[config.mk]
export PLATFORM = sky130hd
export DESIGN_NAME = op_select_debounce
export DESIGN_NICKNAME = d
export VERILOG_FILES = /design/src/rtl/op_select_pkg.sv /design/src/rtl/op_select_debounce_sw_debounce.sv /design/src/rtl/op_select_debounce.sv
export SDC_FILE = /design/constraint.sdc
export NUM_CORES = 1
export LEC_CHECK = 0
export CAP_MARGIN = 20
export CORE_MARGIN = 2
export CORE_UTILIZATION = 51
export CTS_CLUSTER_DIAMETER = 50
export DETAILED_ROUTE_END_ITERATION = 12
export PLACE_DENSITY = 0.75
export SYNTH_ARGS = -nofsm -noshare
export SYNTH_HDL_FRONTEND = slang
export SYNTH_SLANG_ARGS = --single-unit
export TNS_END_PERCENT = 20
[constraint.sdc]
create_clock -name clk -period 1.9 [get_ports clk]
set_input_delay 0.38 -clock clk [delete_from_list [all_inputs] [get_ports clk]]
set_output_delay 0.38 -clock clk [all_outputs]
set_load 0.005 [all_outputs]
[src/rtl/op_select_pkg.sv]
// Shared definitions for the calculator operator-select front end.
// Purely combinational helpers, no latency.
// No flow control lives here.
package op_select_pkg;

  // LCD character codes
  localparam logic [7:0] LCD_BLANK   = 8'h20;
  localparam logic [7:0] LCD_UNKNOWN = 8'h3F;
  localparam logic [7:0] LCD_PLUS    = 8'h2B;
  localparam logic [7:0] LCD_MINUS   = 8'h2D;
  localparam logic [7:0] LCD_TIMES   = 8'hD7;
  localparam logic [7:0] LCD_SLASH   = 8'h2F;
  localparam logic [7:0] LCD_OBELUS  = 8'hF7;
  localparam logic [7:0] LCD_CARET   = 8'h5E;
  localparam logic [7:0] LCD_BANG    = 8'h21;
  localparam logic [7:0] LCD_EQUALS  = 8'h3D;

  // Operator-select FSM states
  typedef enum logic [1:0] {
    ST_IDLE    = 2'd0,
    ST_PEND    = 2'd1,
    ST_RELEASE = 2'd2
  } state_t;

  // Map an operator index to its LCD glyph; unknown operators show '?'
  function automatic logic [7:0] op_char(input logic [31:0] code);
    logic [7:0] ch;
    case (code)
      32'd0:   ch = LCD_PLUS;
      32'd1:   ch = LCD_MINUS;
      32'd2:   ch = LCD_TIMES;
      32'd3:   ch = LCD_SLASH;
      32'd4:   ch = LCD_OBELUS;
      32'd5:   ch = LCD_CARET;
      32'd6:   ch = LCD_BANG;
      32'd7:   ch = LCD_EQUALS;
      default: ch = LCD_UNKNOWN;
    endcase
    return ch;
  endfunction

endpackage

[src/rtl/op_select_debounce_sw_debounce.sv]
// Synchronises and debounces a vector of mechanical switches.
// Latency: 2 clk sync + up to DB_TICKS+1 sample ticks to update db.
// No backpressure: db is a level output that simply follows stable input.
module sw_debounce #(
  parameter int N_SW     = 8,
  parameter int TICK_DIV = 500000,
  parameter int DB_TICKS = 3
) (
  input  logic            clk,
  input  logic            rst,
  input  logic [N_SW-1:0] sw_raw,
  output logic [N_SW-1:0] db
);

  localparam int TW = (TICK_DIV > 2) ? $clog2(TICK_DIV) : 1;
  localparam int CW = $clog2(DB_TICKS + 1);

  localparam logic [TW-1:0] TICK_LAST = TW'(TICK_DIV - 1);
  localparam logic [TW-1:0] TICK_ONE  = TW'(1);
  localparam logic [CW-1:0] CNT_MAX   = CW'(DB_TICKS);
  localparam logic [CW-1:0] CNT_PRE   = CW'(DB_TICKS - 1);
  localparam logic [CW-1:0] CNT_ONE   = CW'(1);

  logic [N_SW-1:0] sync_q1;
  logic [N_SW-1:0] sync_q2;
  logic [TW-1:0]   tick_cnt;
  logic            tick;
  logic [N_SW-1:0] last_smp;
  logic [CW-1:0]   stable_cnt;

  // Two-flop synchroniser; the raw asynchronous input feeds nothing else
  always_ff @(posedge clk or negedge rst) begin
    if (!rst) begin
      sync_q1 <= '0;
      sync_q2 <= '0;
    end else begin
      sync_q1 <= sw_raw;
      sync_q2 <= sync_q1;
    end
  end

  assign tick = (tick_cnt == TICK_LAST);

  // Free-running sample divider, tick fires on the wrap cycle
  always_ff @(posedge clk or negedge rst) begin
    if (!rst) begin
      tick_cnt <= '0;
    end else if (tick) begin
      tick_cnt <= '0;
    end else begin
      tick_cnt <= tick_cnt + TICK_ONE;
    end
  end

  // Count consecutive equal samples; publish the vector once it has held DB_TICKS times
  always_ff @(posedge clk or negedge rst) begin
    if (!rst) begin
      last_smp   <= '0;
      stable_cnt <= '0;
      db         <= '0;
    end else if (tick) begin
      if (sync_q2 == last_smp) begin
        if (stable_cnt != CNT_MAX) begin
          stable_cnt <= stable_cnt + CNT_ONE;
          if (stable_cnt == CNT_PRE) begin
            db <= last_smp;
          end
        end
      end else begin
        last_smp   <= sync_q2;
        stable_cnt <= '0;
      end
    end
  end

endmodule

[src/rtl/op_select_debounce.sv]
// Operator-select front end: debounced switches -> one-shot operator + LCD/LED display.
// Latency: 1 clk from a debounced one-hot vector to o_op_valid.
// o_op_valid holds with a frozen code until i_op_ready; each press is issued once.
module op_select_debounce
  import op_select_pkg::*;
#(
  parameter int N_SW     = 8,
  parameter int TICK_DIV = 500000,
  parameter int DB_TICKS = 3
) (
  input  logic                    clk,
  input  logic                    rst,
  input  logic [N_SW-1:0]         i_sw_dip,
  input  logic                    i_clr,
  input  logic                    i_op_ready,
  output logic                    o_op_valid,
  output logic [$clog2(N_SW)-1:0] o_op_code,
  output logic [N_SW-1:0]         o_led,
  output logic [7:0]              o_lcd_char,
  output logic                    o_multi_err
);

  localparam int CW = $clog2(N_SW);
  localparam logic [N_SW-1:0] DB_ONE = N_SW'(1);

  logic [N_SW-1:0] db;
  logic [CW-1:0]   sel_code;
  logic            db_zero;
  logic            one_hot;
  logic            multi_hot;
  state_t          state;

  sw_debounce #(
    .N_SW     (N_SW),
    .TICK_DIV (TICK_DIV),
    .DB_TICKS (DB_TICKS)
  ) u_sw_debounce (
    .clk    (clk),
    .rst    (rst),
    .sw_raw (i_sw_dip),
    .db     (db)
  );

  // Classify the debounced vector and find the operator index (MSB switch is operator 0)
  always_comb begin
    sel_code  = '0;
    db_zero   = (db == '0);
    one_hot   = !db_zero && ((db & (db - DB_ONE)) == '0);
    multi_hot = !db_zero && !one_hot;
    for (int i = 0; i < N_SW; i++) begin
      if (db[N_SW-1-i]) begin
        sel_code = CW'(i);
      end
    end
  end

  // Selection FSM with registered handshake and display outputs
  always_ff @(posedge clk or negedge rst) begin
    if (!rst) begin
      state       <= ST_IDLE;
      o_op_valid  <= 1'b0;
      o_op_code   <= '0;
      o_led       <= '0;
      o_lcd_char  <= LCD_BLANK;
      o_multi_err <= 1'b0;
    end else begin
      case (state)
        ST_IDLE: begin
          if (one_hot) begin
            // A fresh capture takes priority over a same-cycle clear
            o_op_code  <= sel_code;
            o_led      <= db;
            o_lcd_char <= op_char(32'(sel_code));
            o_op_valid <= 1'b1;
            state      <= ST_PEND;
          end else if (multi_hot) begin
            o_multi_err <= 1'b1;
            o_led       <= '0;
            o_lcd_char  <= LCD_BLANK;
            state       <= ST_RELEASE;
          end else if (i_clr) begin
            o_led       <= '0;
            o_lcd_char  <= LCD_BLANK;
            o_multi_err <= 1'b0;
          end
        end

        ST_PEND: begin
          // Code stays frozen here whatever the switches do
          if (o_op_valid && i_op_ready) begin
            o_op_valid <= 1'b0;
            state      <= ST_RELEASE;
          end else if (i_clr) begin
            o_op_valid <= 1'b0;
            state      <= ST_RELEASE;
          end
          if (i_clr) begin
            o_led       <= '0;
            o_lcd_char  <= LCD_BLANK;
            o_multi_err <= 1'b0;
          end
        end

        ST_RELEASE: begin
          // Require a debounced all-off before the next selection: no auto-repeat
          if (db_zero) begin
            o_multi_err <= 1'b0;
            state       <= ST_IDLE;
          end
          if (i_clr) begin
            o_led       <= '0;
            o_lcd_char  <= LCD_BLANK;
            o_multi_err <= 1'b0;
          end
        end

        default: begin
          o_op_valid <= 1'b0;
          state      <= ST_IDLE;
        end
      endcase
    end
  end

endmodule

Yosys cells after proc, flatten, opt, wreduce, memory -nomap -nowiden
Memories as Yosys holds them, arrays and structs flattened.
Index checks and enable logic that the tools add are counted.
Storage, ports and cells
  flip-flop bits (word level): 76
  latch bits: 0
  RAM bits: 0
  ROM bits: 64
  bits of input ports: 12
  output and inout bits: 21
  logic and storage cells: 84
  memories: 1
Cells by class
  $add $sub $neg: 3
  $mul: 0
  divide/modulo/power cells: 0
  magnitude comparators: 0
  equality and inequality tests: 13
  shift-type cells: 0
  muxes and demuxes: 34
  bitwise operators: 3
  reductions and logical operators: 18
Memory list
  (no name shown): depth 8, bits a word 8, read ports 1, clocked after memory_dff 0, write ports 0, RTL line op_select_pkg.sv:28  | case (code)
Operators by type and width (count)
  $mux 8: 6
  $pmux 8 s2: 2
  $add 19x1->19 const B: 1
  $eq 19x19->1 const B: 1
  $mux 19: 1
  $logic_not 8->1: 2
  $mux 2: 8
  $mux 3: 5
  $ne 2x2->1 const B: 5
  $mux 1: 9
  $ne 3x3->1 const B: 3
  $reduce_and 3->1: 3
  $and 8x8->8: 1
  $eq 8x8->1: 1
  $sub 8x1->8 const B: 1
  $pmux 1 s3: 2
  $pmux 2 s3: 1
  $reduce_and 2->1: 3
  $eq 2x2->1 const B: 2
  $reduce_and 4->1: 1
  $logic_and 1x1->1: 3
  $reduce_bool 3->1: 1
  $add 2x1->2 const B: 1
  $eq 2x1->1 const B: 1
  5 further kinds: 7

Longest topological paths before layout
Gate-level depths: netlist of the first run.
An unclocked memory read counts as a cell.
  depth in word-level cells: 10
  depth in mapped cells: 8
  mapped depth without buffers: 7

Modules after synthesis
Synthesis of the first run repeated with hierarchy kept, for this count alone.
Unflattened totals
  cell total of the unflattened synthesis: 298
  area total of the unflattened synthesis: 3513.4 um2
Modules (own cells, without submodules)
  sw_debounce: times used 1, cells an instance 156, area each 2107.0 um2, sequential area each 1326.3 um2
  op_select_debounce: times used 1, cells an instance 142, area each 1406.3 um2, sequential area each 576.8 um2

Worst setup path after synthesis of the first run
OpenSTA, ideal clock, no wires.
  path kind: register to register
  from: register u_sw_debounce.db[2]
  to: register o_op_code[0]
  setup time: 0.125 ns
  data arrival time: 1.942 ns
  data required time: 1.775 ns
  slack: -0.167 ns
  stages on the path, launching flop included: 7
  path buffers: 2
  clock period less this slack: 2.067 ns
  cells stage by stage: dfrtp_1 > buf_6 > or4_4 > buf_6 > o32ai_4 > o21ai_4 > mux2_4
Between the ends
  word-level cells in the longest chain between the ends: 5
  elaborated cells between the ends (all ways): 10
  classes of those cells: add/sub: 1; mux: 3; bitwise: 1; reduce/logical: 5
Ends and longest elaborated chain
  start, declared: RTL line op_select_debounce_sw_debounce.sv:12  | output logic [N_SW-1:0] db
  start signal, assigned: RTL line op_select_debounce_sw_debounce.sv:66  | db <= last_smp;
  $sub 8x1->8: RTL line op_select_debounce.sv:48  | one_hot = !db_zero && ((db & (db - DB_ONE)) == '0);
  $and 8x8->8: RTL line op_select_debounce.sv:48
  $logic_not 8->1: RTL line op_select_debounce.sv:48
  $logic_and 1x1->1: RTL line op_select_debounce.sv:48
  $reduce_and 2->1 (no line)
  end signal, assigned: RTL line op_select_debounce.sv:71  | o_op_code <= sel_code;
  end, declared: RTL line op_select_debounce.sv:17  | output logic [$clog2(N_SW)-1:0] o_op_code,
Several ways; a longest one is shown, not always the timed one.
A chain may end at the register's enable or synchronous reset.

Worst setup path in the final report of the first run
  from: register u_sw_debounce.db[4]
  to: register o_op_code[1]
Between the ends
  word-level cells in the longest chain between the ends: 5
  elaborated cells between the ends (all ways): 12
  classes of those cells: add/sub: 1; mux: 5; bitwise: 1; reduce/logical: 5
Ends and longest elaborated chain (RTL line)
  $sub 8x1->8 / $mux 3 (equally long branches): op_select_debounce.sv:48, op_select_debounce.sv:51
  $and 8x8->8 / $mux 3 (equally long branches): op_select_debounce.sv:48, op_select_debounce.sv:51
  $logic_not 8->1 / $mux 3 (equally long branches): op_select_debounce.sv:48, op_select_debounce.sv:51
  $logic_and 1x1->1 / $mux 3 (equally long branches): op_select_debounce.sv:48, op_select_debounce.sv:51
  $reduce_and 2->1 (no line) / $mux 3 (equally long branches)
Several ways; a longest one is shown, not always the timed one.

==> results_dict.tcl, run 1 <==
set metrics [dict create \
    postSynthCellCount 301 \
    start_util_pct 52.1 \
    core_sq_mm 0.00672 \
    ys_warn_count 0 \
    fin_crit_sh_pct 102 \
    min_path_cells 0 \
    synth_xor_area_share_pct 6.26 \
    synthDistinctLibCells 50 \
    hp-class "flop to flop" \
    cts-root-buf "clkbuf_8" \
    die_area_sq_mm 0.00754 \
    yosysSeqAreaShare_pct 54.4 \
    dp_slack_ps -36.8 \
    synth_top_family_by_area "simple AND/OR/NAND/NOR gates" \
    grt_overflow_total 0 \
    place_inst 438 \
    num_antenna_cells 0 \
    die_h_um 86.8 \
    ctsLongestPathBuffers 2 \
    synthAdderAreaFrac_pct 2.50 \
    stdcell_count 455 \
    grt_pass1_wl_um 11400 \
    async_flop_share_pct 100 \
    peakVddDrop_mv 0.507 \
    syn_area_per_cell_sq_um 11.6 \
    area_delta_synth_final_pct 26.1 \
    cp.arrival_ps 2160 \
    grt_usage_pct 19.7 \
    worst_hold_path.endpoint "u_sw_debounce.sync_q2[6]" \
    ios 33 \
    rsz0062_at_grt "true" \
    cp-start-kind "flop" \
    drcViolationCount 0 \
    setup_ws_ps -28.8 \
    p_per_area_mw_per_mm2 730 \
    dp_hpwl_um 4640 \
    setup_violations 6 \
    netlist_area_sq_mm 0.00350 \
    drv_slew 0 \
    finalPower_w 0.00322 \
    grt_max_degree 45 \
    reg2reg_from "u_sw_debounce.db[4]" \
    worst-setup-path-type "flop to flop" \
    crit_path_end_kind "flop" \
    nNetsFinal 389 \
    synth_compound_area_share_pct 12.4 \
    worstSkewPairLatency_ps 340 \
    clkTransAtPathRegs_ps 80 \
    routed-via-count 2440 \
    synthMuxAreaShare_pct 7.04 \
    wirelength_um 6570 \
    reg2reg_depth 4 \
    synthesis.nets 320 \
    fin_crit_ps 1930 \
    netlist.area_leader.share_pct 53.6 \
    gp_congestion 0.833 \
    synth_enable_flop_cells 0 \
    grt_pass1_vias 2421 \
    grt_antenna_before_repair 0 \
    worstHoldStart "u_sw_debounce.sync_q1[6]" \
    crit_fanout 6 \
    ys_ff_latch 76 \
    dr.pass1.iters 4 \
    die_x_um 86.8 \
    synthFlopType "dfrtp_1" \
    p_leak_nw 2.03 \
    reg2reg_slack_ps -30 \
    multi_input_area_sq_mm 0.00154 \
    setup_tns_ps -121 \
    fin_skew_ps 9.32 \
    r2r_end "o_op_code[1]" \
    antenna_left 0 \
    cts_tree "yes" \
    outcome "finished with violations" \
    relSlewSlack_pct 71.3 \
    hold_viol 0 \
    drive_gt1_share_pct 24.5 \
    fill_cells 520 \
    cp.required_ps 2130 \
    violations "negative setup slack" \
    maxCapViolCount 0 \
    via_per_inst 5.36 \
    numCtsBuffers 9 \
    worst_pin_slew_ps 431 \
    synth_simple_gate_area_share_pct 13.9 \
    regArea_sq_mm 0.00190 \
    placementRows 30 \
    synth.largest_area_cell "dfrtp_1" \
    htreeDepth 3 \
    max_freq_ghz 0.518 \
    portBuffers 32 \
    drt-initial-drc-count 82 \
    synth.area.top_cells "dfrtp_1 (54%), mux2_2 (5.5%), xnor2_1 (4.5%)" \
    clock-sinks 76 \
    wl_per_cell_um 14.4 \
]
## cells by family (layout without fill, tap and decap cells)
logic type                 Yosys count  count (layout)
muxes                               21              21
xor gates and xnor gates            25              25
adders and majority gates            7               7
buffers and inverters               25              99
AOI/OAI and AO/OA                   55              55
and+or+nand+nor                     92              92
DFF                                 76              76
## through the flow
stage          instance area (sq um)  util, %  hold slack [ps]
2_1_floorplan                   3510        -             84.4
3_3_place_gp                    4140     61.6              332
3_5_place_dp                    4140     61.6              335
4_1_cts                         4360     64.8              353
5_1_grt                         4410     65.7              364
6_report                        4410     65.7              351
## area by class of cell
type | count | share of cell area (%)
multi-input combinational | 200 | 35.0
tap | 80 | 2.27
clock buffer | 10 | 2.89
inverter | 12 | 1.02
timing repair buffer | 71 | 14.3
sequential | 76 | 43.1
clock inverter | 6 | 1.47
## routing by layer
layer | up-vias | wire [um] | track usage [%]
met3 | 11 | 192 | 4.10
met5 | - | 0 | 0
met2 | 48 | 3170 | 30.8
met4 | 0 | 131 | 10.1
met1 | 1171 | 3080 | 25.8
li1 | 1210 | - | -
## cell usage after synthesis (3+ instances only)
cell and instances:
mux2_4 3, and3_1 3, xor2_1 7, ha_1 7, nand3_1 9, a21oi_1 5
xnor2_1 18, nand2_1 14, nand4_1 5, inv_1 12, or3_1 5, mux2_2 17
nor3_1 6, a31oi_1 3, o21ai_0 13, dfrtp_1 75, a22o_1 11, nor2_1 31
a32o_1 4, nand2b_1 4, o21bai_1 5, clkbuf_1 8
## worst max-delay path by stage
stage | depth (start not counted) | slack, ps | from | end
after global routing | 4 | -100 | u_sw_debounce.db[4] | o_op_code[0]
after floorplan | 6 | -150 | u_sw_debounce.db[4] | o_op_code[0]
after global placement | 4 | -6 | u_sw_debounce.db[4] | o_op_code[2]
after CTS | 4 | -40 | u_sw_debounce.db[4] | o_op_code[1]
after detailed placement | 6 | -40 | u_sw_debounce.tick_cnt[1] | u_sw_debounce.last_smp[3]
final | 4 | -30 | u_sw_debounce.db[4] | o_op_code[1]
## power breakdown
part	leakage, nW	switching (W)	total, W	internal, W
Combinational	0.935	0.000188	0.000344	0.000156
Clock	0.0962	0.000594	0.00120	0.000607
Sequential	1.00	0.0000238	0.00168	0.00165
Total	2.03	0.000806	0.00322	0.00242
## timing repair
action	in CTS	in global routing
pin swaps	5	4
hold buffers	1	0
setup buffers	0	0
endpoints found under the hold margin	31	0
setup endpoints to repair	17	40
resized for setup	4	13
## flip-flops by register name, indices dropped and copies added, names as in the netlist
register / cells
o_op_code: 3
o_led: 8
o_lcd_char: 8
u_sw_debounce.stable_cnt: 2
o_op_valid: 1
o_multi_err: 1
u_sw_debounce.sync_q1: 8
u_sw_debounce.last_smp: 8
u_sw_debounce.tick_cnt: 19
u_sw_debounce.db: 8
state: 2
u_sw_debounce.sync_q2: 8
## critical path, cell delays in order, from the launching register on
cell and delay (ps):
dfrtp_1 380, or4_4 570, o32ai_4 430, o21ai_4 120, mux2_4 310
## placed cells by master (no fill, tap or decap), types with 6 or more instances in the layout
cell             count
nor2_1              29
nand3_1              9
nand2_1             14
xnor2_1             18
inv_1               12
mux2_2              12
mux2_4               8
ha_1                 6
dfrtp_1             75
o21ai_0             13
clkbuf_8             9
a22o_1              11
clkdlybuf4s50_1     31
buf_4               37
xor2_1               7
(Power assumes the default switching activity.)
==> run 2: changes to the inputs <==
--- a/constraint.sdc
+++ b/constraint.sdc
@@ -3,2 +3,2 @@
 set_output_delay 0.38 -clock clk [all_outputs]
-set_load 0.005 [all_outputs]
+set_load 0.01 [all_outputs]
==> results of run 2 <==
Same layout as run 1 (identical final DEF). Status: finished with violations: negative setup slack.
